**src/rtl/riscv_gdb_pkg.sv**
```systemverilog
// Shared GDB RSP definitions used by the stub transmitter and receiver.
package riscv_gdb_pkg;

    localparam logic [7:0] CH_SOF  = 8'h24;
    localparam logic [7:0] CH_EOF  = 8'h23;
    localparam logic [7:0] CH_ESC  = 8'h7d;
    localparam logic [7:0] CH_RLE  = 8'h2a;
    localparam logic [7:0] CH_ACK  = 8'h2b;
    localparam logic [7:0] CH_NAK  = 8'h2d;
    localparam logic [7:0] ESC_XOR = 8'h20;

    typedef enum logic [2:0] {
        ST_IDLE,
        ST_SOF,
        ST_DAT,
        ST_ESC,
        ST_EOF,
        ST_CSH,
        ST_CSL,
        ST_WAIT_ACK
    } rsp_tx_state_t;

    function automatic logic [7:0] hex2asc(input logic [3:0] nib);
        return (nib < 4'd10) ? (8'h30 + {4'h0, nib}) : (8'h57 + {4'h0, nib});
    endfunction

    function automatic logic needs_esc(input logic [7:0] b);
        return (b == CH_SOF) || (b == CH_EOF) || (b == CH_ESC) || (b == CH_RLE);
    endfunction

endpackage

```
**src/rtl/riscv_gdb_rsp_buf.sv**
```systemverilog
// Retransmit store for one RSP payload: written while the packet goes out live,
// replayed from the start on a resend. One shared pointer serves both directions.
module riscv_gdb_rsp_buf #(
    parameter int BUF_SIZ = 256
) (
    input  logic       clk,
    input  logic       rst,
    input  logic       clr,
    input  logic       wr_en,
    input  logic [7:0] wr_dat,
    input  logic       rd_start,
    input  logic       rd_en,
    output logic [7:0] rd_dat,
    output logic       rd_end,
    output logic       ovf
);
    localparam int AW = (BUF_SIZ > 1) ? $clog2(BUF_SIZ) : 1;
    localparam int PW = $clog2(BUF_SIZ + 1);

    logic [7:0]    mem [BUF_SIZ];
    logic [PW-1:0] ptr;
    logic [PW-1:0] len;
    logic          room;

    assign room   = ptr < PW'(BUF_SIZ);
    assign rd_dat = mem[ptr[AW-1:0]];
    assign rd_end = ptr == len;

    always_ff @(posedge clk) begin
        if (wr_en && room) mem[ptr[AW-1:0]] <= wr_dat;
    end

    always_ff @(posedge clk or negedge rst) begin
        if (!rst) begin
            ptr <= '0;
            len <= '0;
            ovf <= 1'b0;
        end else if (clr) begin
            ptr <= '0;
            len <= '0;
            ovf <= 1'b0;
        end else if (wr_en) begin
            if (room) begin
                ptr <= ptr + 1'b1;
                len <= ptr + 1'b1;
            end else begin
                ovf <= 1'b1;
            end
        end else if (rd_start) begin
            ptr <= '0;
        end else if (rd_en) begin
            ptr <= ptr + 1'b1;
        end
    end

endmodule

```
**src/rtl/riscv_gdb_rsp_tx.sv**
```systemverilog
// GDB RSP packet transmitter: frames "$payload#cc", escapes, waits for '+'/'-'.
// RISCV_GDB_RSP_RETX_EN adds the replay buffer and retry counter for resends.
//
// state    | meaning
// IDLE     | no packet; first pld_vld loads '$'
// SOF      | resend: load '$' and replay from the buffer
// DAT      | pass payload bytes (live or replayed)
// ESC      | emit the xor'd byte after a '}'
// EOF      | load '#'
// CSH/CSL  | load checksum high/low hex digit
// WAIT_ACK | low digit draining, then wait for host ack, NAK or timeout
module riscv_gdb_rsp_tx
    import riscv_gdb_pkg::*;
#(
    parameter int BUF_SIZ   = 256,
    parameter int ACK_TMO   = 4096,
    parameter int RETRY_MAX = 3
) (
    input  logic       clk,
    input  logic       rst,
    input  logic       pld_vld,
    output logic       pld_rdy,
    input  logic [7:0] pld_dat,
    input  logic       pld_lst,
    input  logic       pld_emp,
    output logic       tx_vld,
    input  logic       tx_rdy,
    output logic [7:0] tx_dat,
    input  logic       ack_vld,
    input  logic [7:0] ack_dat,
    input  logic       noack,
    output logic       busy,
    output logic       err
);
    localparam int TW = (ACK_TMO > 1) ? $clog2(ACK_TMO + 1) : 1;

    rsp_tx_state_t state, state_nxt;
    logic          slot_free, ld_en, cs_add, cs_clr, done, err_set;
    logic          tmo, nak, can_retry, replay, last_in;
    logic          esc_lst, esc_lst_nxt, buf_rd_end;
    logic [7:0]    ld_dat, cur_dat, cs, esc_dat, esc_nxt, buf_rd_dat;
    logic [TW-1:0] timer;

    assign slot_free = ~tx_vld | tx_rdy;
    assign cur_dat   = replay ? buf_rd_dat : pld_dat;
    assign last_in   = pld_lst & ~replay;
    assign cs_clr    = ld_en & ((state == ST_IDLE) | (state == ST_SOF));
    assign tmo       = (ACK_TMO != 0) && (timer == '0);
    assign nak       = (state == ST_WAIT_ACK) & ~tx_vld & ((ack_vld & (ack_dat == CH_NAK)) | tmo);

    always_comb begin
        state_nxt   = state;
        ld_en       = 1'b0;
        ld_dat      = tx_dat;
        cs_add      = 1'b0;
        pld_rdy     = 1'b0;
        esc_nxt     = esc_dat;
        esc_lst_nxt = esc_lst;
        done        = 1'b0;
        err_set     = 1'b0;
        case (state)
            ST_IDLE, ST_SOF: begin
                if (slot_free && (pld_vld || state == ST_SOF)) begin
                    ld_en     = 1'b1;
                    ld_dat    = CH_SOF;
                    state_nxt = ST_DAT;
                end
            end
            ST_DAT: begin
                pld_rdy = slot_free & ~replay;
                if (slot_free && (replay ? buf_rd_end : (pld_vld && pld_emp))) begin
                    state_nxt = ST_EOF;
                end else if (slot_free && (replay || pld_vld)) begin
                    ld_en  = 1'b1;
                    cs_add = 1'b1;
                    if (needs_esc(cur_dat)) begin
                        ld_dat      = CH_ESC;
                        esc_nxt     = cur_dat ^ ESC_XOR;
                        esc_lst_nxt = last_in;
                        state_nxt   = ST_ESC;
                    end else begin
                        ld_dat = cur_dat;
                        if (last_in) state_nxt = ST_EOF;
                    end
                end
            end
            ST_ESC: begin
                if (slot_free) begin
                    ld_en     = 1'b1;
                    cs_add    = 1'b1;
                    ld_dat    = esc_dat;
                    state_nxt = esc_lst ? ST_EOF : ST_DAT;
                end
            end
            ST_EOF: begin
                if (slot_free) begin
                    ld_en     = 1'b1;
                    ld_dat    = CH_EOF;
                    state_nxt = ST_CSH;
                end
            end
            ST_CSH: begin
                if (slot_free) begin
                    ld_en     = 1'b1;
                    ld_dat    = hex2asc(cs[7:4]);
                    state_nxt = ST_CSL;
                end
            end
            ST_CSL: begin
                if (slot_free) begin
                    ld_en     = 1'b1;
                    ld_dat    = hex2asc(cs[3:0]);
                    state_nxt = ST_WAIT_ACK;
                end
            end
            ST_WAIT_ACK: begin
                // noack is sampled as the last checksum digit leaves
                if (tx_vld) begin
                    if (tx_rdy && noack) begin
                        done      = 1'b1;
                        state_nxt = ST_IDLE;
                    end
                end else if (ack_vld && ack_dat == CH_ACK) begin
                    done      = 1'b1;
                    state_nxt = ST_IDLE;
                end else if (nak) begin
                    if (can_retry) begin
                        state_nxt = ST_SOF;
                    end else begin
                        done      = 1'b1;
                        err_set   = 1'b1;
                        state_nxt = ST_IDLE;
                    end
                end
            end
            default: state_nxt = ST_IDLE;
        endcase
    end

    always_ff @(posedge clk or negedge rst) begin
        if (!rst) state <= ST_IDLE;
        else      state <= state_nxt;
    end

    always_ff @(posedge clk or negedge rst) begin
        if (!rst) begin
            tx_vld  <= 1'b0;
            tx_dat  <= 8'h00;
            cs      <= 8'h00;
            busy    <= 1'b0;
            err     <= 1'b0;
            esc_dat <= 8'h00;
            esc_lst <= 1'b0;
            timer   <= TW'(ACK_TMO);
        end else begin
            err     <= err_set;
            esc_dat <= esc_nxt;
            esc_lst <= esc_lst_nxt;
            if (ld_en) begin
                tx_vld <= 1'b1;
                tx_dat <= ld_dat;
            end else if (tx_rdy) begin
                tx_vld <= 1'b0;
            end
            if (cs_clr)      cs <= 8'h00;
            else if (cs_add) cs <= cs + ld_dat;
            if (ld_en && state == ST_IDLE) busy <= 1'b1;
            else if (done)                 busy <= 1'b0;
            if (state != ST_WAIT_ACK || tx_vld) timer <= TW'(ACK_TMO);
            else if (timer != '0)               timer <= timer - 1'b1;
        end
    end

`ifdef RISCV_GDB_RSP_RETX_EN
    localparam int RW = (RETRY_MAX > 0) ? $clog2(RETRY_MAX + 1) : 1;

    logic [RW-1:0] retry;
    logic          buf_ovf;

    riscv_gdb_rsp_buf #(
        .BUF_SIZ (BUF_SIZ)
    ) u_buf (
        .clk      (clk),
        .rst      (rst),
        .clr      (ld_en && state == ST_IDLE),
        .wr_en    (state == ST_DAT && !replay && pld_vld && pld_rdy && !pld_emp),
        .wr_dat   (pld_dat),
        .rd_start (ld_en && state == ST_SOF),
        .rd_en    (state == ST_DAT && replay && slot_free && !buf_rd_end),
        .rd_dat   (buf_rd_dat),
        .rd_end   (buf_rd_end),
        .ovf      (buf_ovf)
    );

    // a truncated buffer cannot reproduce the packet, so never resend it
    assign can_retry = ~buf_ovf & (retry != RW'(RETRY_MAX));

    always_ff @(posedge clk or negedge rst) begin
        if (!rst) begin
            retry  <= '0;
            replay <= 1'b0;
        end else if (ld_en && state == ST_IDLE) begin
            retry  <= '0;
            replay <= 1'b0;
        end else begin
            if (ld_en && state == ST_SOF) replay <= 1'b1;
            if (nak && can_retry)         retry  <= retry + 1'b1;
        end
    end
`else
    assign buf_rd_dat = 8'h00;
    assign buf_rd_end = 1'b1;
    assign replay     = 1'b0;
    assign can_retry  = 1'b0;
`endif

endmodule
```
**config.mk**
```make
export PLATFORM = sky130hd
export DESIGN_NAME = riscv_gdb_rsp_tx
export DESIGN_NICKNAME = d
export VERILOG_FILES = /design/src/rtl/riscv_gdb_pkg.sv /design/src/rtl/riscv_gdb_rsp_buf.sv /design/src/rtl/riscv_gdb_rsp_tx.sv
export SDC_FILE = /design/constraint.sdc
export NUM_CORES = 1
export LEC_CHECK = 0
export ABC_AREA = 1
export BUFFER_PORTS_ARGS = -buffer_cell sky130_fd_sc_hd__buf_4
export CORE_UTILIZATION = 40
export CTS_CLUSTER_SIZE = 8
export DETAILED_ROUTE_END_ITERATION = 12
export SLEW_MARGIN = 20
export SYNTH_ARGS = -nofsm -noshare
export SYNTH_HDL_FRONTEND = slang
export SYNTH_SLANG_ARGS = --single-unit
```
**constraint.sdc**
```tcl
create_clock -name clk -period 5.2 [get_ports clk]
set_input_delay 0 -clock clk [delete_from_list [all_inputs] [get_ports clk]]
set_output_delay 0 -clock clk [all_outputs]
set_load 0.005 [all_outputs]
```
==> impl_metrics.csv <==
group,metric,value,unit
worst_setup_path,path_class,"flip-flop to flip-flop",
worst_setup_path,slowest_delay,0.65,ns
route,drtIter0Drc,211,
sta,timing.final.crit_share,60.14,%
die,io_pins,36,
pwr,pwr-share-clk,14.6,%
flow_run,drv_cap,0,
clocking,cts_buffer_depth,2,
min_path,hold_class,"input pin to flip-flop",
logic_synthesis,synthCells,456,
cells_and_area,post-route-util,48.53,%
cells_and_area,antenna_cells,0,
sta,drv_slew,0,
pwr,ir_worst_vdd,216.4,uV
worst_setup_path,path_buf_inv,2,
logic_synthesis,synth-edff-count,0,
pwr,total_power,1.933,mW
die,core-area,7807,um2
logic_synthesis,ys_seq_area_share,33.92,%
pwr,p_int,1.001,mW
pwr,leakagePower,2.029,nW
logic_synthesis,synth_area_leader_cell,"dfrtp_1",
global_routing,antenna_found_initial,0,
placement,gp_congestion,0.9153,
pwr,switching_power,931.5,uW
route,postRouteWirelength,8252,um
route,postRouteAntennaNets,0,
cells_and_area,drive_gt1_share,16.40,%
pwr,power_density,510.2,nW/um2
clocking,cts_max_level,2,
placement,placed_cells,588,
clocking,cts.clk_slew.worst_paths,0.10,ns
route,via_count,3146,
sta,finClkSkew,0.01134,ns
logic_synthesis,yosysMostFrequentCell,"nand2_1",
clocking,cts_resized,0,
min_path,min_from,"pld_dat[2]",
cells_and_area,final_cells,602,
sta,setup-violations-final,0,
route,wl_per_cell,13.71,um
die,start_util,41.62,%
route,dr.pass1.iters,5,
global_routing,grt_pass1_wl,13970,um
global_routing,grt.met1_usage,31.52,%
route,drt-vias-per-instance,5.226,
global_routing,overflow,0,
global_routing,grt_max_degree,45,
logic_synthesis,synth_fp_nets,491,
die,die_w,92.13,um
logic_synthesis,ys_ff_latch,44,
worst_setup_path,startpoint,"state[1]",
logic_synthesis,syn_avg_cell_area,7.126,um2
status,status,"complete, no violations",
sta,finalSetupTns,0,ns
worst_setup_path,cpMostUsedCell,"nand2_1",
clocking,cts_tree,"yes",
clocking,cts_buffers,5,
global_routing,met2_usage,30.91,%
worst_setup_path,timing.rr.start,"state[1]",
global_routing,met3_usage,2.488,%
sta,tightest_slew,0.5879,ns
logic_synthesis,synthTopCellsByCount,"nand2_1, inv_1, dfrtp_1",
die,dieArea,8488,um2
worst_setup_path,cp_cell_sequence,"nand2_1, nor2_2, o21ai_1, nand4_1, nand2_1, nand3_1, o21ai_0, inv_1, ha_1, inv_1, fa_1, o21ai_0, nand2_1, nand2_1, a21oi_1, xor2_1, nand2_1, o21ai_1",
sta,fmax,319.8,MHz
logic_synthesis,synth_top_area_share,33.12,%
pwr,seqPwrFrac,28.4,%
clocking,postCtsSetupRepairBufs,0,
global_routing,grt_pass1_vias,2878,
cells_and_area,syn_to_final_growth,16.60,%
sta,hold_viol,0,
sta,rsz0062_at_grt,"no",
global_routing,top_usage_layer,"met1",
sta,period_needed,3.127,ns
die,die_y,92.13,um
sta,holdWs,0.008788,ns
logic_synthesis,synthFlopType,"dfrtp_1",
clocking,clock-sinks,44,
worst_setup_path,arrival,3.32,ns
clocking,cts-root-buf,"clkbuf_8",
die,row_count,32,
logic_synthesis,synthTopCellsByArea,"dfrtp_1, nand2_1, inv_1",
global_routing,grt_util_all_layers,20.68,%
logic_synthesis,synth_area,3249,um2
worst_setup_path,cp_top_family,"simple AND/OR/NAND/NOR gates",
cells_and_area,nets,534,
worst_setup_path,cp_data_required_time,5.40,ns
logic_synthesis,yosysWarnings,0,
pwr,swShare,48.19,%
clocking,clock_latency,0.30,ns
pwr,combinationalPowerShare,57.0,%
sta,relSlewSlack,60.81,%
logic_synthesis,ys_types,44,
placement,hpwl,6373,um
worst_setup_path,crit_slowest_cell,"dfrtp_1",
logic_synthesis,async_reset_ff_share,100.0,%
worst_setup_path,end_kind,"flip-flop",
worst_setup_path,cp_max_fo,8,
placement,port_buffers,35,
route,drc,0,
worst_setup_path,cp-start-kind,"flip-flop",
final timing paths:
kind                         endpoint  slack, ns  cells after the start
max                             cs[6]       2.07                     18
min                        esc_dat[2]      0.009                      3
max reg2reg                     cs[6]       2.07                     18
min reg2reg                esc_dat[7]       0.50                      2
max in group asynchronous    state[0]       4.56                      2
min in group asynchronous   timer[10]       0.21                      2
flip-flops by register name, summed over array words and instances (netlist names):
| signal | count |
|---|---|
| timer | 13 |
| cs | 8 |
| esc_dat | 8 |
| tx_dat | 8 |
| state | 3 |
| busy | 1 |
| err | 1 |
| esc_lst | 1 |
| tx_vld | 1 |
through the flow:
step | worst slack, ns | area, um2
global route | 1.735 | 3789
CTS | 2.099 | 3789
floorplan | 2.537 | 3249
global placement | 2.230 | 3607
detailed placement | 2.124 | 3607
finish | 2.073 | 3789
tightest hold or removal path: stages:
cell and delay (ns):
buf_4 0.09, inv_1 0.06, o21ai_1 0.13
metal layers:
layer,wire (um),part of all wire (%)
met5,0,0
met4,125,1.5
met3,417,5.1
met2,3558,43
met1,4151,50
cell type report:
cell class                 instances  area [um2]
timing repair buffer              41       322.8
sequential                        44        1102
clock buffer                       6       82.58
fill                             797        4019
multi-input combinational        330        1818
inverter                          77       296.5
clock inverter                     2       38.79
tap                              102       127.6
kinds of logic (layout without fill, tap and decap cells):
group / count (synthesis) / count (layout) / synth area share (%)
adder cells (fa/ha/maj): 11 / 11 / 4.467
AND/OR/NAND/NOR: 225 / 225 / 34.12
flip-flops: 44 / 44 / 33.92
XOR/XNOR: 7 / 7 / 1.887
AO/OA/AOI/OAI: 87 / 87 / 15.48
buffers and inverters: 82 / 126 / 10.13
power by group through the flow:
stage	Sequential [mW]	Combinational, mW	Clock [mW]
after global placement	0.552	1.07	0
after CTS	0.547	1.10	0.290
after detailed placement	0.554	1.09	0
final	0.548	1.10	0.283
after floorplan	0.505	0.846	0
after global routing	0.564	1.27	0.305
repair_timing:
item                                   4_1_cts  5_1_grt
endpoints found under the hold margin       49        0
hold buffers                                 6        0
setup endpoints to repair                    0        0
cell usage in the layout, fill, tap and decap left out, types with 2 or more instances in the layout:
master	Yosys	final
nand4_1	15	15
nand2_1	113	113
o21ai_0	23	23
ha_1	10	10
a31oi_1	2	2
nor2_8	3	3
a211oi_1	3	3
inv_1	66	66
a21oi_1	28	28
nand3_2	3	3
o22ai_1	7	7
xor2_1	6	6
dlygate4sd3_1	0	6
nand2_2	2	2
o211ai_1	5	5
nor2_1	37	37
o21bai_1	2	2
nand3_4	3	3
o21ai_1	9	9
nand3_1	29	29
o21a_1	2	2
buf_4	3	35
nor2_4	2	2
clkbuf_8	0	6
nor2_2	7	7
inv_2	9	9
dfrtp_1	43	43
nor3_1	4	4
nand2_4	2	2
No activity file was read; power rests on OpenSTA's default activity.
